## src/rtl/lsu_pkg.sv

```systemverilog
// Shared types, lane masks and address helpers for the load/store memory port.
package lsu_pkg;

  typedef enum logic [1:0] {
    SZ_WORD = 2'b00,
    SZ_HALF = 2'b01,
    SZ_BYTE = 2'b10
  } size_e;

  typedef enum logic [2:0] {
    ST_IDLE,
    ST_ACCESS,
    ST_SECOND,
    ST_RESP,
    ST_ERR
  } state_e;

  localparam logic [3:0] MASK_BYTE = 4'b0001;
  localparam logic [3:0] MASK_HALF = 4'b0011;
  localparam logic [3:0] MASK_WORD = 4'b1111;

  // The unused encoding 2'b11 behaves as a word access.
  function automatic size_e decode_size(input logic [1:0] raw);
    case (raw)
      2'b01:   return SZ_HALF;
      2'b10:   return SZ_BYTE;
      default: return SZ_WORD;
    endcase
  endfunction

  function automatic logic [3:0] size_mask(input size_e sz);
    case (sz)
      SZ_BYTE: return MASK_BYTE;
      SZ_HALF: return MASK_HALF;
      default: return MASK_WORD;
    endcase
  endfunction

  function automatic logic misaligned(input size_e sz, input logic [1:0] off);
    return (sz == SZ_HALF && off[0]) || (sz == SZ_WORD && off != 2'b00);
  endfunction

  function automatic logic crosses_word(input size_e sz, input logic [1:0] off);
    return (sz == SZ_HALF && off == 2'b11) || (sz == SZ_WORD && off != 2'b00);
  endfunction

endpackage

```

## src/rtl/lsu_mem_port_if.sv

```systemverilog
// Word-wide data-memory bus with a single-cycle req/ack handshake.
interface lsu_mem_port_if;
  logic        bus_req;
  logic        bus_we;
  logic [31:0] bus_addr;
  logic [3:0]  bus_be;
  logic [31:0] bus_wdata;
  logic        bus_ack;
  logic [31:0] bus_rdata;

  modport master (
    output bus_req, bus_we, bus_addr, bus_be, bus_wdata,
    input  bus_ack, bus_rdata
  );

  modport slave (
    input  bus_req, bus_we, bus_addr, bus_be, bus_wdata,
    output bus_ack, bus_rdata
  );
endinterface

```

## src/rtl/lsu_lane_align.sv

```systemverilog
// Combinational lane steering: byte enables, shifted store data, extracted and extended load data.
module lsu_lane_align
  import lsu_pkg::*;
(
  input  logic [1:0]  off,
  input  size_e       size,
  input  logic        load_unsigned,
  input  logic        hi_beat,
  input  logic [31:0] wdata,
  input  logic [31:0] rdata_lo,
  input  logic [31:0] rdata_hi,
  output logic [3:0]  be,
  output logic [31:0] wdata_sh,
  output logic [31:0] rdata_ext
);
  logic [7:0]  be_wide;
  logic [63:0] wdata_wide;
  logic [31:0] v;

  // Shifting over a two-word window yields the low-beat lanes in the lower
  // half and the spill-over lanes of a word-crossing access in the upper half.
  always_comb begin
    be_wide    = {4'b0000, size_mask(size)} << off;
    wdata_wide = {32'd0, wdata} << {off, 3'b000};
    be         = hi_beat ? be_wide[7:4] : be_wide[3:0];
    wdata_sh   = hi_beat ? wdata_wide[63:32] : wdata_wide[31:0];
    v          = 32'({rdata_hi, rdata_lo} >> {off, 3'b000});
    case (size)
      SZ_BYTE: rdata_ext = {{24{v[7] & ~load_unsigned}}, v[7:0]};
      SZ_HALF: rdata_ext = {{16{v[15] & ~load_unsigned}}, v[15:0]};
      default: rdata_ext = v;
    endcase
  end
endmodule

```

## src/rtl/lsu_mem_port.sv

```systemverilog
// Load/store responder: one access at a time, stalls until done, misalign error or bus timeout.
// Define MISALIGN_SPLIT_EN to split word-crossing accesses into two beats instead of erroring.
module lsu_mem_port
  import lsu_pkg::*;
#(
  parameter int TIMEOUT_CYCLES = 255,
  parameter int CNT_W          = 8
) (
  input  logic           clk,
  input  logic           reset,
  input  logic           mem_read,
  input  logic           mem_write,
  input  logic [1:0]     inst_size,
  input  logic           load_unsigned,
  input  logic [31:0]    addr,
  input  logic [31:0]    wdata,
  output logic [31:0]    rdata,
  output logic           done,
  output logic           stall,
  output logic           misalign_err,
  output logic           bus_err,
  lsu_mem_port_if.master bus
);
  localparam logic [CNT_W-1:0] TMO = CNT_W'(TIMEOUT_CYCLES);

  state_e           state_q, state_d;
  logic [31:0]      addr_q, addr_d;
  size_e            size_q, size_d;
  logic [31:0]      wdata_q, wdata_d;
  logic             uns_q, uns_d;
  logic             we_q, we_d;
  logic [CNT_W-1:0] cnt_q, cnt_d;
  logic [31:0]      rdata_q, rdata_d;
  logic             berr_q, berr_d;
  logic [31:0]      rlo_q, rlo_d;

  logic             request, in_beat, timeout_hit, split_needed, misalign_now;
  logic [CNT_W-1:0] cnt_inc;
  size_e            size_in;
  logic [3:0]       lane_be;
  logic [31:0]      lane_wdata, lane_rdata, rd_lo, rd_hi;

  assign request     = mem_read | mem_write;
  assign size_in     = decode_size(inst_size);
  assign in_beat     = (state_q == ST_ACCESS) || (state_q == ST_SECOND);
  assign cnt_inc     = cnt_q + 1'b1;
  assign timeout_hit = (TIMEOUT_CYCLES != 0) && (cnt_inc == TMO);

`ifdef MISALIGN_SPLIT_EN
  assign misalign_now = 1'b0;
  assign split_needed = crosses_word(size_q, addr_q[1:0]);
`else
  assign misalign_now = misaligned(size_in, addr[1:0]);
  assign split_needed = 1'b0;
`endif

  // During the second beat the first beat's word supplies the low lanes.
  assign rd_lo = (state_q == ST_SECOND) ? rlo_q : bus.bus_rdata;
  assign rd_hi = (state_q == ST_SECOND) ? bus.bus_rdata : 32'd0;

  lsu_lane_align u_align (
    .off           (addr_q[1:0]),
    .size          (size_q),
    .load_unsigned (uns_q),
    .hi_beat       (state_q == ST_SECOND),
    .wdata         (wdata_q),
    .rdata_lo      (rd_lo),
    .rdata_hi      (rd_hi),
    .be            (lane_be),
    .wdata_sh      (lane_wdata),
    .rdata_ext     (lane_rdata)
  );

  always_ff @(posedge clk or posedge reset) begin
    if (reset) begin
      state_q <= ST_IDLE;
      addr_q  <= '0;
      size_q  <= SZ_WORD;
      wdata_q <= '0;
      uns_q   <= 1'b0;
      we_q    <= 1'b0;
      cnt_q   <= '0;
      rdata_q <= '0;
      berr_q  <= 1'b0;
      rlo_q   <= '0;
    end else begin
      state_q <= state_d;
      addr_q  <= addr_d;
      size_q  <= size_d;
      wdata_q <= wdata_d;
      uns_q   <= uns_d;
      we_q    <= we_d;
      cnt_q   <= cnt_d;
      rdata_q <= rdata_d;
      berr_q  <= berr_d;
      rlo_q   <= rlo_d;
    end
  end

  always_comb begin
    state_d = state_q;
    addr_d  = addr_q;
    size_d  = size_q;
    wdata_d = wdata_q;
    uns_d   = uns_q;
    we_d    = we_q;
    cnt_d   = cnt_q;
    rdata_d = rdata_q;
    berr_d  = berr_q;
    rlo_d   = rlo_q;
    unique case (state_q)
      ST_IDLE: begin
        if (request) begin
          addr_d  = addr;
          size_d  = size_in;
          wdata_d = wdata;
          uns_d   = load_unsigned;
          we_d    = mem_write;
          cnt_d   = '0;
          berr_d  = 1'b0;
          state_d = misalign_now ? ST_ERR : ST_ACCESS;
        end
      end
      ST_ACCESS, ST_SECOND: begin
        if (bus.bus_ack) begin
          cnt_d = '0;
          if (state_q == ST_ACCESS && split_needed) begin
            rlo_d   = bus.bus_rdata;
            state_d = ST_SECOND;
          end else begin
            if (!we_q) rdata_d = lane_rdata;
            state_d = ST_RESP;
          end
        end else if (timeout_hit) begin
          berr_d  = 1'b1;
          rdata_d = '0;
          state_d = ST_RESP;
        end else begin
          cnt_d = cnt_inc;
        end
      end
      ST_RESP, ST_ERR: state_d = ST_IDLE;
      default:         state_d = ST_IDLE;
    endcase
  end

  assign bus.bus_req   = in_beat;
  assign bus.bus_we    = in_beat & we_q;
  assign bus.bus_addr  = in_beat ? ({addr_q[31:2], 2'b00} + ((state_q == ST_SECOND) ? 32'd4 : 32'd0)) : 32'd0;
  assign bus.bus_be    = in_beat ? lane_be : 4'd0;
  assign bus.bus_wdata = in_beat ? lane_wdata : 32'd0;

  assign done         = (state_q == ST_RESP) || (state_q == ST_ERR);
  assign misalign_err = (state_q == ST_ERR);
  assign bus_err      = (state_q == ST_RESP) && berr_q;
  // A request seen while reset is held must not stall the pipeline.
  assign stall        = ~reset & (((state_q == ST_IDLE) & request) | in_beat);
  assign rdata        = rdata_q;
endmodule

```

## src/flat_wrapper.sv

```systemverilog
// flat-port wrapper written by rule: the top's interface ports become plain ports
module lsu_mem_port_flat import lsu_pkg::*;
#(
  parameter int TIMEOUT_CYCLES = 255,
  parameter int CNT_W          = 8
)
  (clk, reset, mem_read, mem_write, inst_size, load_unsigned, addr, wdata, rdata, done, stall, misalign_err, bus_err, bus_bus_req, bus_bus_we, bus_bus_addr, bus_bus_be, bus_bus_wdata, bus_bus_ack, bus_bus_rdata);
  lsu_mem_port_if bus_i ();
  input  logic clk;
  input  logic reset;
  input  logic mem_read;
  input  logic mem_write;
  input  logic [1:0] inst_size;
  input  logic load_unsigned;
  input  logic [31:0] addr;
  input  logic [31:0] wdata;
  output logic [31:0] rdata;
  output logic done;
  output logic stall;
  output logic misalign_err;
  output logic bus_err;
  output wire logic [$bits(bus_i.bus_req)-1:0] bus_bus_req;
  output wire logic [$bits(bus_i.bus_we)-1:0] bus_bus_we;
  output wire logic [$bits(bus_i.bus_addr)-1:0] bus_bus_addr;
  output wire logic [$bits(bus_i.bus_be)-1:0] bus_bus_be;
  output wire logic [$bits(bus_i.bus_wdata)-1:0] bus_bus_wdata;
  input wire logic [$bits(bus_i.bus_ack)-1:0] bus_bus_ack;
  input wire logic [$bits(bus_i.bus_rdata)-1:0] bus_bus_rdata;
  assign bus_bus_req = bus_i.bus_req;
  assign bus_bus_we = bus_i.bus_we;
  assign bus_bus_addr = bus_i.bus_addr;
  assign bus_bus_be = bus_i.bus_be;
  assign bus_bus_wdata = bus_i.bus_wdata;
  assign bus_i.bus_ack = bus_bus_ack;
  assign bus_i.bus_rdata = bus_bus_rdata;
  lsu_mem_port #(.TIMEOUT_CYCLES(TIMEOUT_CYCLES), .CNT_W(CNT_W)) u_core (.clk(clk), .reset(reset), .mem_read(mem_read), .mem_write(mem_write), .inst_size(inst_size), .load_unsigned(load_unsigned), .addr(addr), .wdata(wdata), .rdata(rdata), .done(done), .stall(stall), .misalign_err(misalign_err), .bus_err(bus_err), .bus(bus_i));
endmodule
```

## config.mk

```make
export PLATFORM = sky130hd
export DESIGN_NAME = lsu_mem_port_flat
export DESIGN_NICKNAME = d
export VERILOG_FILES = /design/src/rtl/lsu_pkg.sv /design/src/rtl/lsu_mem_port_if.sv /design/src/rtl/lsu_lane_align.sv /design/src/rtl/lsu_mem_port.sv /design/src/flat_wrapper.sv
export SDC_FILE = /design/constraint.sdc
export NUM_CORES = 1
export LEC_CHECK = 0
export BUFFER_PORTS_ARGS = -buffer_cell sky130_fd_sc_hd__buf_2
export CORE_MARGIN = 4
export CORE_UTILIZATION = 45
export DETAILED_ROUTE_END_ITERATION = 7
export GPL_TIMING_DRIVEN = 0
export PLACE_DENSITY = 0.72
export SYNTH_ARGS = -nofsm -noshare
export SYNTH_HDL_FRONTEND = slang
export SYNTH_HIERARCHICAL = 1
export SYNTH_SLANG_ARGS = --single-unit
```

## constraint.sdc

```tcl
create_clock -name clk -period 3.31 [get_ports clk]
set_input_delay 0.331 -clock clk [delete_from_list [all_inputs] [get_ports clk]]
set_output_delay 0.331 -clock clk [all_outputs]
set_load 0.005 [all_outputs]
```

==> Word level (Yosys, flattened, before mapping) <==
Cells that the tools add are included.
W data, S select, Z words.
{ "op_classes": {"n_addsub": 2, "mul": 0, "div_mod_pow": 0, "order_cmp": 0, "n_eq_ne": 16, "shift": 3, "muxes": 27, "bitwise": 9, "n_reduce_logical": 17} }
{ "ops": {"columns": ["operator", "n"], "rows": [
  ["$mux W32", 8],
  ["$pmux W32 S2", 1],
  ["$shl A32 B5 Y64", 1],
  ["$shr A64 B5 Y32", 1],
  ["$add A32 B32 Y32", 1],
  ["$mux W8", 3],
  ["$pmux W8 S2", 1],
  ["$mux W3", 5],
  ["$add A8 B1 Y8 const B", 1],
  ["$eq A8 B8 Y1 const B", 1],
  ["$mux W4", 2],
  ["$pmux W4 S2", 1],
  ["$shl A4 B2 Y8", 1],
  ["$eq A2 B1 Y1 const B", 3],
  ["$eq A3 B2 Y1 const B", 2],
  ["$pmux W3 S2", 1],
  ["$reduce_and A3 Y1", 2],
  ["$reduce_bool A2 Y1", 3],
  ["$and A1 B1 Y1", 5],
  ["$eq A2 B2 Y1 const B", 2],
  ["$ne A2 B1 Y1 const B", 2],
  ["$ne A2 B2 Y1 const B", 2],
  ["$pmux W2 S2", 1],
  ["$reduce_and A2 Y1", 2],
  ["other kinds (14)", 22]
]} }
{ "totals": {"regBits": 112, "latchBits": 0, "ram_bits": 0, "mem_bits_ro": 0, "inputBits": 104, "out_inout_bits": 106, "elab_cells": 83, "memories": 0} }

==> Depth between registers and ports, before layout <==
Gate-level depths: netlist (run 1).
{ "logic_depth": {"ltp_word": 8, "ltp_mapped": 13, "mapped_depth_nobuf": 10} }

==> Cells and area by module <==
The synthesis (run 1) kept the hierarchy.
{ "by_module_without_submodules": {"columns": ["module", "n_inst", "cells_each", "area_per_inst_um2", "seq_area_each_um2"], "rows": [
  ["lsu_mem_port", 1, 764, 6222.2, 2802.7],
  ["lsu_lane_align", 1, 221, 1898.1, 0.0]
]} }

==> Worst setup path before layout (run 1) <==
OpenSTA, ideal clock, no wires.
{ "synth_path": {"path_type": "register to register", "from": "register u_core.state_q[0]", "to": "register u_core.rdata_q[31], in the netlist u_core/rdata[31]", "setup_ps": 118, "t_arrival_ps": 2855, "required_ps": 3192, "setup_slack_ps": 337, "stages_incl_launch_ff": 14, "n_path_buf": 3, "period_less_slack_ps": 2973, "cell_sequence": "dfrtp_1 -> nand2b_1 -> nor2_1 -> clkbuf_1 -> buf_1 -> nor2b_1 -> mux4_2 -> a32oi_4 -> buf_6 -> nand2_1 -> nand2b_1 -> o21ai_1 -> a22o_1 -> a21o_1"} }
{ "synth_via": {"elab_chain_cells": 7, "word_cells_on_any_way": 12, "cone_classes": "eq/ne (2); shift (1); mux (5); bitwise (2); reduce/logical (2)"} }
{ "synth_rtl": {"columns": ["item", "line", "rtl"], "rows": [
  ["from (decl)", "lsu_mem_port.sv:26", "state_e state_q, state_d;"],
  ["from (signal assigned)", "lsu_mem_port.sv:87", "state_q <= state_d;"],
  ["$eq A3 B2 Y1 *", "lsu_mem_port.sv:58", "assign rd_lo = (state_q == ST_SECOND) ? rlo_q : bus.bus_rdata;"],
  ["$mux W32 *", "lsu_mem_port.sv:58", null],
  ["via u_core.rd_lo[23]", "lsu_mem_port.sv:41", "logic [31:0] lane_wdata, lane_rdata, rd_lo, rd_hi;"],
  ["$shr A64 B5 Y32 *", "lsu_lane_align.sv:27", "v = 32'({rdata_hi, rdata_lo} >> {off, 3'b000});"],
  ["$and A1 B1 Y1, on equally long branches", "lsu_lane_align.sv:30, lsu_lane_align.sv:29", null],
  ["$pmux W32 S2 *", "lsu_lane_align.sv:28", "case (size)"],
  ["via u_core.lane_rdata[31]", "lsu_mem_port.sv:41", null],
  ["$mux W32 *", "lsu_mem_port.sv:131", "if (!we_q) rdata_d = lane_rdata;"],
  ["$mux W32 *", "lsu_mem_port.sv:125", "if (bus.bus_ack) begin"],
  ["to (signal assigned)", "lsu_mem_port.sv:94", "rdata_q <= rdata_d;"],
  ["to (decl)", "lsu_mem_port.sv:33", "logic [31:0] rdata_q, rdata_d;"]
]} }
The timed path passes the listed nets; every way through them passes the cells marked *. The select of a mux whose other input is x is not followed.
A chain may end at the register's enable or synchronous reset.

==> Worst setup path in the final report (run 1) <==
Ends and elaborated chain as after synthesis.

==> impl_metrics.csv, run 1 <==
group,metric,value,unit
synthesis,synth_area,0.00807,sq mm
timing,finClkSkew,0.00566,ns
worst_setup_path,regToRegEndpoint,"u_core/rdata[31]",
placed_design,dp_hpwl,18800,um
power,p_total,9.25,mW
worst_setup_path,worstPathArrival,3.44,ns
die,die-width,142,um
timing,setup_viol,0,
final_layout,drive_gt1_frac,0.260,
global_route,grt_pass1_vias,7866,
clock_tree,root_buffer,"clkbuf_16",
power,power_frac_clock,0.131,
route,ant_nets,0,
power,pwr-share-comb,0.596,
timing,hold_viol,0,
worst_setup_path,rrSetupSlack,0.12,ns
synthesis,synth_cells,977,
die,core_area,0.0174,sq mm
route,wl_per_cell,17.6,um
die,dieArea,0.0201,sq mm
route,viasPerCell,5.64,
hold_path,min_path_type,"input port to flop",
route,drtPass1Iterations,5,
route,wl_met1,10300,um
power,p_seq_frac,0.273,
route,drtIter0Drc,718,
run_status,status,"complete, no violations",
timing,min_period_over_period,0.963,
worst_setup_path,rr_worst_depth,13,
timing,setup_ws,0.123,ns
power,switching_share,0.462,
route,dr_wl_met3,2240,um
final_layout,layout.nets,1315,
global_route,grt_pass1_wl,40300,um
clock_tree,clk_pin_slew,0.08,ns
placed_design,placed_area,0.00942,sq mm
clock_tree,cts.path.max_buffers,2,
worst_setup_path,end_kind,"flop",
power,power_density,936,mW/mm^2
die,num_rows,48,
clock_tree,cts_sinks,112,
route,drc,0,
route,route.met2.wl,11600,um
timing,worst_pin_slew,0.768,ns
route,highest_layer,"met5",
timing,max_slew_margin,0.486,
clock_tree,worst_skew_pair.late_latency,0.36,ns
final_layout,final_cell_mix,"271 x nand2_1, 225 x buf_2, 110 x dfrtp_1, 64 x and2_1, 42 x inv_1",
placed_design,gp_congestion,0.932,
die,start_util,0.463,
placed_design,port_buffers,206,
worst_setup_path,reg2reg_from,"u_core/state_q[0]",
timing,holdWs,0.153,ns
timing,fmax,314,MHz
synthesis,yosysWarnings,6,
global_route,gr-usage-all-layers,0.250,
die,die_y,142,um
global_route,antenna_found_initial,3,
die,io_pins,210,
clock_tree,cts_buffers,9,
route,routed_wl,25200,um
placed_design,pre_cts_ws,-0.369,ns
power,ir_drop,0.417,mV
power,leakage,4.99,nW
route,via_count,8080,
global_route,grt_max_degree,79,
power,intPower,4.98,mW
hold_path,whs_path_depth,3,
worst_setup_path,worstSetupPathType,"flop to flop",
final_layout,nFillCells,1687,
worst_setup_path,required,3.57,ns
worst_setup_path,endpoint,"u_core/rdata[31]",
global_route,grt.overflow.total,0,
timing,slew_viol_final,0,
clock_tree,cts_max_level,3,
worst_setup_path,cp-start-kind,"flop",
power,p_switching,4.27,mW
clock_tree,cts_tree,"done",
final_layout,area_delta_synth_final,22.4,%
final_layout,layout_commonest_cell,"nand2_1",
timing,layout_min_cycle_time,3.19,ns
flow_run,maxCapViolCount,0,
final_layout,fin_area,0.00988,sq mm
synthesis,syn_area_per_cell,8.26,sq um
worst_setup_path,critPathMaxFanout,10,
worst_setup_path,cp-startpoint,"u_core/state_q[0]",
-- worst max-delay path: stages (launching register included) --
cell and delay (ns):
dfrtp_2 0.44, nand2b_4 0.18, nor2_4 0.10, clkbuf_2 0.28
buf_2 0.30, nor2b_1 0.11, mux4_2 0.56, a32oi_4 0.39
buf_6 0.20, nand2_1 0.06, nand2b_1 0.07, o21ai_1 0.06
a22o_1 0.18, a21o_1 0.15
-- routing by layer --
| metal | vias to the layer above | global-route usage |
|---|---|---|
| met5 | - | 0 |
| met2 | 402 | 0.395 |
| met3 | 72 | 0.0367 |
| met4 | 2 | 0.117 |
| li1 | 3766 | - |
| met1 | 3838 | 0.339 |
-- power groups by stage --
| stage | combinational, mW | sequential [mW] | clock, mW |
|---|---|---|---|
| global route | 6.10 | 2.59 | 1.29 |
| CTS | 5.47 | 2.50 | 1.23 |
| finish | 5.51 | 2.52 | 1.21 |
| global placement | 5.31 | 2.49 | 0 |
| floorplan | 3.69 | 2.37 | 0 |
| detailed placement | 5.41 | 2.51 | 0 |
-- layout make-up --
cell class	count	area, sq um	share of cell area
Multi-Input combinational cell	750	4850	0.491
Sequential cell	112	2810	0.284
Timing Repair Buffer	213	1110	0.112
Buffer	71	340	0.0344
Tap cell	225	282	0.0285
Clock buffer	10	229	0.0232
Inverter	44	170	0.0172
Clock inverter	6	92.6	0.00937
Antenna cell	2	5.00	0.000507
-- state kept, by name, summed over array words and instances (netlist names) --
signal,flops
u_core/addr_q,32
u_core/berr_q,1
u_core/cnt_q,8
u_core/rdata,32
u_core/size_q,2
u_core/state_q,3
u_core/uns_q,1
u_core/wdata_q,32
u_core/we_q,1
-- stage by stage --
step                TNS (ns)  cells   util
finish                     0   1433  0.567
global route        -0.00187   1433  0.567
CTS                        0   1429  0.564
detailed placement     -2.99   1410  0.541
global placement     -157.83   1409  0.539
floorplan                  0    978      -
-- timing repair --
| item | CTS | global route |
|---|---|---|
| pin swaps | 2 | 2 |
| endpoints found under the setup margin | 56 | 14 |
| hold endpoints to repair | 34 | 0 |
| buffers inserted | 2 | 3 |
| resized for setup | 16 | 8 |
| hold buffers | 1 | 0 |
-- worst min path at each step --
stage,startpoint,to
2_1_floorplan,addr[0],u_core/addr_q[0]
3_3_place_gp,u_core/addr_q[1],u_core/addr_q[1]
3_5_place_dp,reset,u_core/cnt_q[0]
4_1_cts,addr[24],u_core/addr_q[24]
5_1_grt,wdata[11],u_core/wdata_q[11]
6_report,addr[24],u_core/addr_q[24]
Power figures use the tool's default switching activity.
==> run 2, diff against run 1 <==
--- a/config.mk
+++ b/config.mk
@@ -7,10 +7,10 @@
 export LEC_CHECK = 0
 export BUFFER_PORTS_ARGS = -buffer_cell sky130_fd_sc_hd__buf_2
 export CORE_MARGIN = 4
-export CORE_UTILIZATION = 45
+export CORE_UTILIZATION = 49
 export DETAILED_ROUTE_END_ITERATION = 7
 export GPL_TIMING_DRIVEN = 0
-export PLACE_DENSITY = 0.72
+export PLACE_DENSITY = 0.78
 export SYNTH_ARGS = -nofsm -noshare
 export SYNTH_HDL_FRONTEND = slang
 export SYNTH_HIERARCHICAL = 1
==> constraint.sdc (replaced) <==
create_clock -name clk -period 2.7 [get_ports clk]
set_input_delay 0.27 -clock clk [delete_from_list [all_inputs] [get_ports clk]]
set_output_delay 0.27 -clock clk [all_outputs]
set_load 0.005 [all_outputs]
==> run 2 against run 1 <==
  * The flow now finishes with violations (negative setup slack)
  * Die area down 7.7%
  * Flip-flop and latch count did not move
  * Sequential share of layout area shrank 0.60 points
  * Critical endpoint is now bus_bus_addr[30]
  * Register-to-register slack lost 0.11 ns
  * Worst hold slack got worse by 0.13 ns
  * Worst setup slack worse by 0.34 ns
  * Sequential power rose by 23%
  * Global-route usage up 2.1 points
==> impl_metrics.csv, run 2 (same netlist as run 1, synthesis figures left out) <==
group,metric,value,unit
placed_design,post-place-cells,1402,
global_route,grt.overflow.total,0,
power,p_total,11.3,mW
timing,setup_viol,26,
timing,hold_viol,0,
route,drc,0,
power,leakage,5.11,nW
clock_tree,worst_skew_pair.late_latency,0.36,ns
timing,max_slew_margin,0.518,
clock_tree,cts_buffers,9,
global_route,busiest_layer,"met2",
clock_tree,root_buffer,"clkbuf_16",
worst_setup_path,rr_worst_depth,13,
global_route,grt_pass1_wl,39700,um
worst_setup_path,regToRegEndpoint,"u_core/rdata[31]",
worst_setup_path,worstSetupPathType,"flop to output pin",
die,start_util,0.504,
worst_setup_path,path_cells,"nand2b_4 > nor2_4 > buf_8 > ha_4 > ha_4 > nand3_4 > nor3_4 > nand3_4 > or4_4 > a21oi_2 > buf_2",
placed_design,port_buffers,206,
clock_tree,hold_buffers,0,
worst_setup_path,cp_slowest_stage_delay,0.43,ns
die,num_rows,46,
global_route,antenna_found_initial,3,
timing,setup_ws,-0.217,ns
final_layout,seqCellArea,0.00281,sq mm
global_route,grt_max_degree,44,
die,die-width,136,um
final_layout,layout_commonest_cell,"nand2_1",
clock_tree,cts_max_level,3,
clock_tree,cts_tree,"done",
clock_tree,cts_sinks,112,
die,io_pins,210,
die,core_area,0.0160,sq mm
final_layout,multi_input_area,0.00491,sq mm
hold_path,min_path_type,"input port to async pin",
worst_setup_path,reg2reg_from,"u_core/state_q[0]",
clock_tree,clk_pin_slew,0.08,ns
worst_setup_path,worstPathArrival,2.65,ns
timing,slew_viol_final,0,
timing,min_period_over_period,1.08,
worst_setup_path,rrSetupSlack,0.01,ns
global_route,gr-usage-all-layers,0.271,
global_route,grt_util_met2,0.434,
route,drtPass1Iterations,8,
power,power_density,1120,mW/mm^2
final_layout,fin_area,0.0101,sq mm
route,via_count,8069,
timing,layout_min_cycle_time,2.92,ns
route,wl_per_cell,17.4,um
die,die_y,136,um
flow_run,maxCapViolCount,0,
worst_setup_path,cp_slowest_cell,"or4_4",
power,ir_drop,0.512,mV
final_layout,layout.nets,1330,
route,ant_nets,0,
worst_setup_path,end_kind,"output pin",
placed_design,gp_congestion,0.955,
final_layout,final_cell_mix,"270 x nand2_1, 224 x buf_2, 109 x dfrtp_1, 63 x and2_1, 42 x inv_1",
placed_design,placed_area,0.00943,sq mm
route,drtIter0Drc,623,
timing,fin_setup_tns,-2.58,ns
run_status,status,"complete, but fails checks",
worst_setup_path,critPathMaxFanout,4,
clock_tree,cts.path.max_buffers,2,
final_layout,drive_gt1_frac,0.287,
worst_setup_path,required,2.43,ns
timing,fmax,343,MHz
die,dieArea,0.0186,sq mm
run_status,violations,"negative setup slack",
global_route,use_met3,0.0492,
route,viasPerCell,5.60,
global_route,use_met1,0.365,
placed_design,dp_hpwl,18400,um
timing,worst_pin_slew,0.722,ns
worst_setup_path,cp-start-kind,"flop",
final_layout,area_delta_synth_final,25.1,%
route,routed_wl,25100,um
final_layout,nFillCells,1467,
final_layout,fin_cells,1440,
timing,rsz0062_at_grt,"true",
global_route,grt_pass1_vias,7851,
final_layout,final_util,0.631,
timing,finClkSkew,0.00569,ns
[run 2: cell count changes in the layout (fill, tap and decap cells not counted), moves of 2 or more]
cell / change
clkbuf_1: -9
or4_4: +2
or4_1: -2
buf_12: +3
clkbuf_2: +2
buf_6: +5
clkbuf_8: +2
nand3_1: -3
buf_4: +16
buf_1: -2
bufinv_16: -2
nand3_2: +2
[run 2: repair_timing]
action / in CTS / in global routing
pin swaps: 9 / 17
setup buffers: 12 / 14
endpoints found under the setup margin: 84 / 75
resized for setup: 35 / 17
[run 2: worst max-delay path by stage]
stage | slack [ns] | from | endpoint
finish | -0.22 | u_core/state_q[0] | bus_bus_addr[30]
global route | -0.32 | u_core/state_q[0] | bus_bus_addr[30]
CTS | -0.19 | u_core/state_q[0] | bus_bus_addr[28]
detailed placement | -0.55 | u_core/state_q[0] | bus_bus_addr[28]
global placement | -0.50 | u_core/state_q[0] | bus_bus_addr[28]
floorplan | 0.007 | u_core/state_q[0] | u_core/rdata[31]
[run 2: worst max-delay path: cells and delay by family, from the launching register on]
family / cells / cell delay (ns)
simple gates: 6 / 1.15
flops: 1 / 0.42
fa+ha+maj: 2 / 0.28
buf+inv: 2 / 0.25
compound gates: 1 / 0.17
[run 2: power breakdown]
| part | internal [mW] | switching, mW |
|---|---|---|
| sequential | 2.38 | 0.728 |
| clock | 0.697 | 0.676 |
| combinational | 2.96 | 3.90 |
| total | 6.04 | 5.30 |
[run 2: per-layer routing]
| layer | wire (um) | up-vias | share of wire |
|---|---|---|---|
| li1 | - | 3807 | - |
| met1 | 10400 | 3850 | 0.41 |
| met4 | 800 | 0 | 0.032 |
| met2 | 12000 | 356 | 0.48 |
| met3 | 1890 | 56 | 0.075 |
| met5 | 0 | - | 0 |
[run 2: stage by stage]
step	setup WS (ns)	hold WS, ns
after floorplan	0.00697	0.375
after global placement	-0.498	0.460
after detailed placement	-0.553	0.435
after CTS	-0.188	0.0430
after global routing	-0.318	0.0876
final	-0.217	0.0243
[run 2: area by class of cell]
class	instances	share of cell area
timing repair buffer	233	0.127
buffer	66	0.0346
multi-input combinational	750	0.486
clock buffer	11	0.0250
sequential	112	0.278
tap	216	0.0268
inverter	44	0.0167
clock inverter	5	0.00471
antenna	3	0.000743
==> run 3, diff against run 2 <==
==> constraint.sdc (replaced) <==
create_clock -name clk -period 2.6 [get_ports clk]
set_input_delay 0.26 -clock clk [delete_from_list [all_inputs] [get_ports clk]]
set_output_delay 0.26 -clock clk [all_outputs]
set_load 0.005 [all_outputs]
==> run 3 against run 2 <==
  * The run still ends with negative setup slack left
  * Via count up 1.4%
  * Clock-buffer cell count decreased by 1
  * Total power grew 5.6%
  * Flip-flop and latch count unchanged
  * First-iteration DRC count up 23%
  * Final cell count is 0.69% higher
  * Die area did not move
  * Worst setup slack got worse by 0.023 ns
  * Register-to-register slack lost 0.14 ns
  * Global-route usage is 0.47 points lower
  * Critical path depth did not move
  * Critical endpoint is now bus_bus_addr[28]
  * Largest power group unchanged
==> impl_metrics.csv, run 3 (same netlist as run 1, synthesis figures left out) <==
group,metric,value,unit
run_status,status,"complete, but fails checks",
run_status,violations,"negative setup slack",
timing,layout_min_cycle_time,2.84,ns
global_route,grt_pass1_vias,7661,
global_route,grt_max_degree,42,
placed_design,post-place-cells,1403,
hold_path,hold_start,"addr[24]",
power,intPower,6.41,mW
route,drc,0,
worst_setup_path,cp-start-kind,"flop",
die,die_y,136,um
timing,worst_pin_slew,0.665,ns
final_layout,layout_commonest_cell,"nand2_1",
clock_tree,cts_tree,"done",
route,viasPerCell,5.64,
power,leakage,5.19,nW
clock_tree,cts_sinks,112,
worst_setup_path,cp_slowest_cell,"or4_4",
global_route,grt_pass1_wl,39000,um
worst_setup_path,cp_slowest_stage_delay,0.44,ns
timing,max_slew_margin,0.556,
worst_setup_path,required,2.34,ns
power,switching_share,0.465,
timing,hold_viol,0,
route,wl_per_cell,17.4,um
timing,setup_ws,-0.240,ns
flow_run,maxCapViolCount,0,
route,via_count,8180,
die,start_util,0.504,
timing,rsz0062_at_grt,"true",
timing,finClkSkew,0.0108,ns
placed_design,gp_congestion,0.933,
clock_tree,cts_max_level,3,
final_layout,final_cell_mix,"267 x nand2_1, 223 x buf_2, 109 x dfrtp_1, 61 x and2_1, 41 x inv_1",
final_layout,fin_cells,1450,
route,routed_wl,25200,um
worst_setup_path,end_kind,"output pin",
timing,holdWs,0.0886,ns
die,dieArea,0.0186,sq mm
worst_setup_path,path_cells,"nand2b_4 > nor2_4 > buf_8 > ha_4 > ha_4 > nand3_4 > nor3_4 > nand3_4 > or4_4 > a21oi_4 > buf_2",
timing,fin_setup_tns,-2.38,ns
final_layout,nFillCells,1400,
clock_tree,clk_pin_slew,0.08,ns
worst_setup_path,worstSetupPathType,"flop to output pin",
worst_setup_path,reg2reg_from,"u_core/state_q[0]",
final_layout,drive_gt1_frac,0.309,
worst_setup_path,critPathMaxFanout,4,
placed_design,port_buffers,206,
die,io_pins,210,
clock_tree,worst_skew_pair.late_latency,0.35,ns
global_route,grt.overflow.total,0,
clock_tree,cts.path.max_buffers,2,
timing,fmax,352,MHz
global_route,antenna_found_initial,3,
clock_tree,root_buffer,"clkbuf_16",
clock_tree,cts_buffers,9,
final_layout,area_delta_synth_final,27.5,%
die,core_area,0.0160,sq mm
route,drtIter0Drc,767,
route,drtPass1Iterations,6,
power,p_seq_frac,0.269,
timing,slew_viol_final,0,
global_route,gr-usage-all-layers,0.266,
power,p_switching,5.57,mW
worst_setup_path,cp-startpoint,"u_core/state_q[0]",
timing,setup_viol,32,
power,power_frac_clock,0.113,
die,num_rows,46,
worst_setup_path,worstPathArrival,2.58,ns
timing,min_period_over_period,1.09,
power,pwr-share-comb,0.618,
power,p_total,12.0,mW
placed_design,pre_cts_ws,-0.622,ns
route,ant_nets,0,
die,die-width,136,um
placed_design,dp_hpwl,18500,um
final_layout,layout.nets,1340,
power,power_density,1160,mW/mm^2
hold_path,min_path_type,"input port to flop",
power,ir_drop,0.563,mV
## run 3: cell types whose count changed in the layout (fill, tap and decap cells not counted), moves of 4 or more
cell      delta
clkbuf_1     -5
a22oi_1      -6
a22oi_2      +6
buf_4        +5
buf_8        +4
## run 3: routing by layer
| layer | vias to the layer above | wire length, um | GRT usage |
|---|---|---|---|
| met4 | 0 | 925 | 0.108 |
| met2 | 403 | 12000 | 0.427 |
| li1 | 3821 | - | - |
| met5 | - | 0 | 0 |
| met3 | 79 | 2050 | 0.0422 |
| met1 | 3877 | 10300 | 0.362 |
## run 3: area by class of cell
type	count	area, sq um	area share
Clock inverter	6	53.8	0.00523
Clock buffer	10	229	0.0223
Sequential cell	112	2810	0.273
Buffer	68	412	0.0400
Inverter	44	169	0.0164
Tap cell	216	270	0.0263
Antenna cell	3	7.51	0.000730
Multi-Input combinational cell	750	4980	0.484
Timing Repair Buffer	241	1360	0.132
## run 3: timing repair
action,CTS,global route
buffers inserted,11,22
setup endpoints to repair,89,84
resized for setup,41,58
pin swaps,15,18
hold buffers,1,0
endpoints found under the hold margin,16,0
## run 3: through the flow
| step | utilization | area [sq um] |
|---|---|---|
| final | 0.643 | 10300 |
| after global placement | 0.588 | 9410 |
| after detailed placement | 0.592 | 9470 |
| after global routing | 0.643 | 10300 |
| after floorplan | - | 8110 |
| after CTS | 0.625 | 10000 |
## run 3: worst max-delay path, delay by kind of cell (launching register included)
kind            cells  cell delay [ns]
compound gates      1             0.14
fa+ha+maj           2             0.27
buf+inv             2             0.24
flops               1             0.41
simple gates        6             1.17
## run 3: final timing paths
check                      slack (ns)  cells past startpoint                 end
min in group asynchronous        0.50                      3     u_core/cnt_q[0]
setup reg to reg                -0.13                     14    u_core/rdata[31]
hold reg to reg                  0.50                      2       u_core/berr_q
max in group asynchronous        1.52                      4  u_core/wdata_q[13]
hold / removal                   0.09                      3   u_core/addr_q[24]
setup / recovery                -0.24                     11    bus_bus_addr[28]
## run 3: power by group through the flow
stage	Clock, mW	Combinational, mW	Sequential [mW]
final	1.36	7.40	3.22
after global routing	1.45	8.13	3.32
after CTS	1.38	7.03	3.20
after detailed placement	0	6.89	3.21
after global placement	0	6.76	3.17
after floorplan	0	4.73	3.02
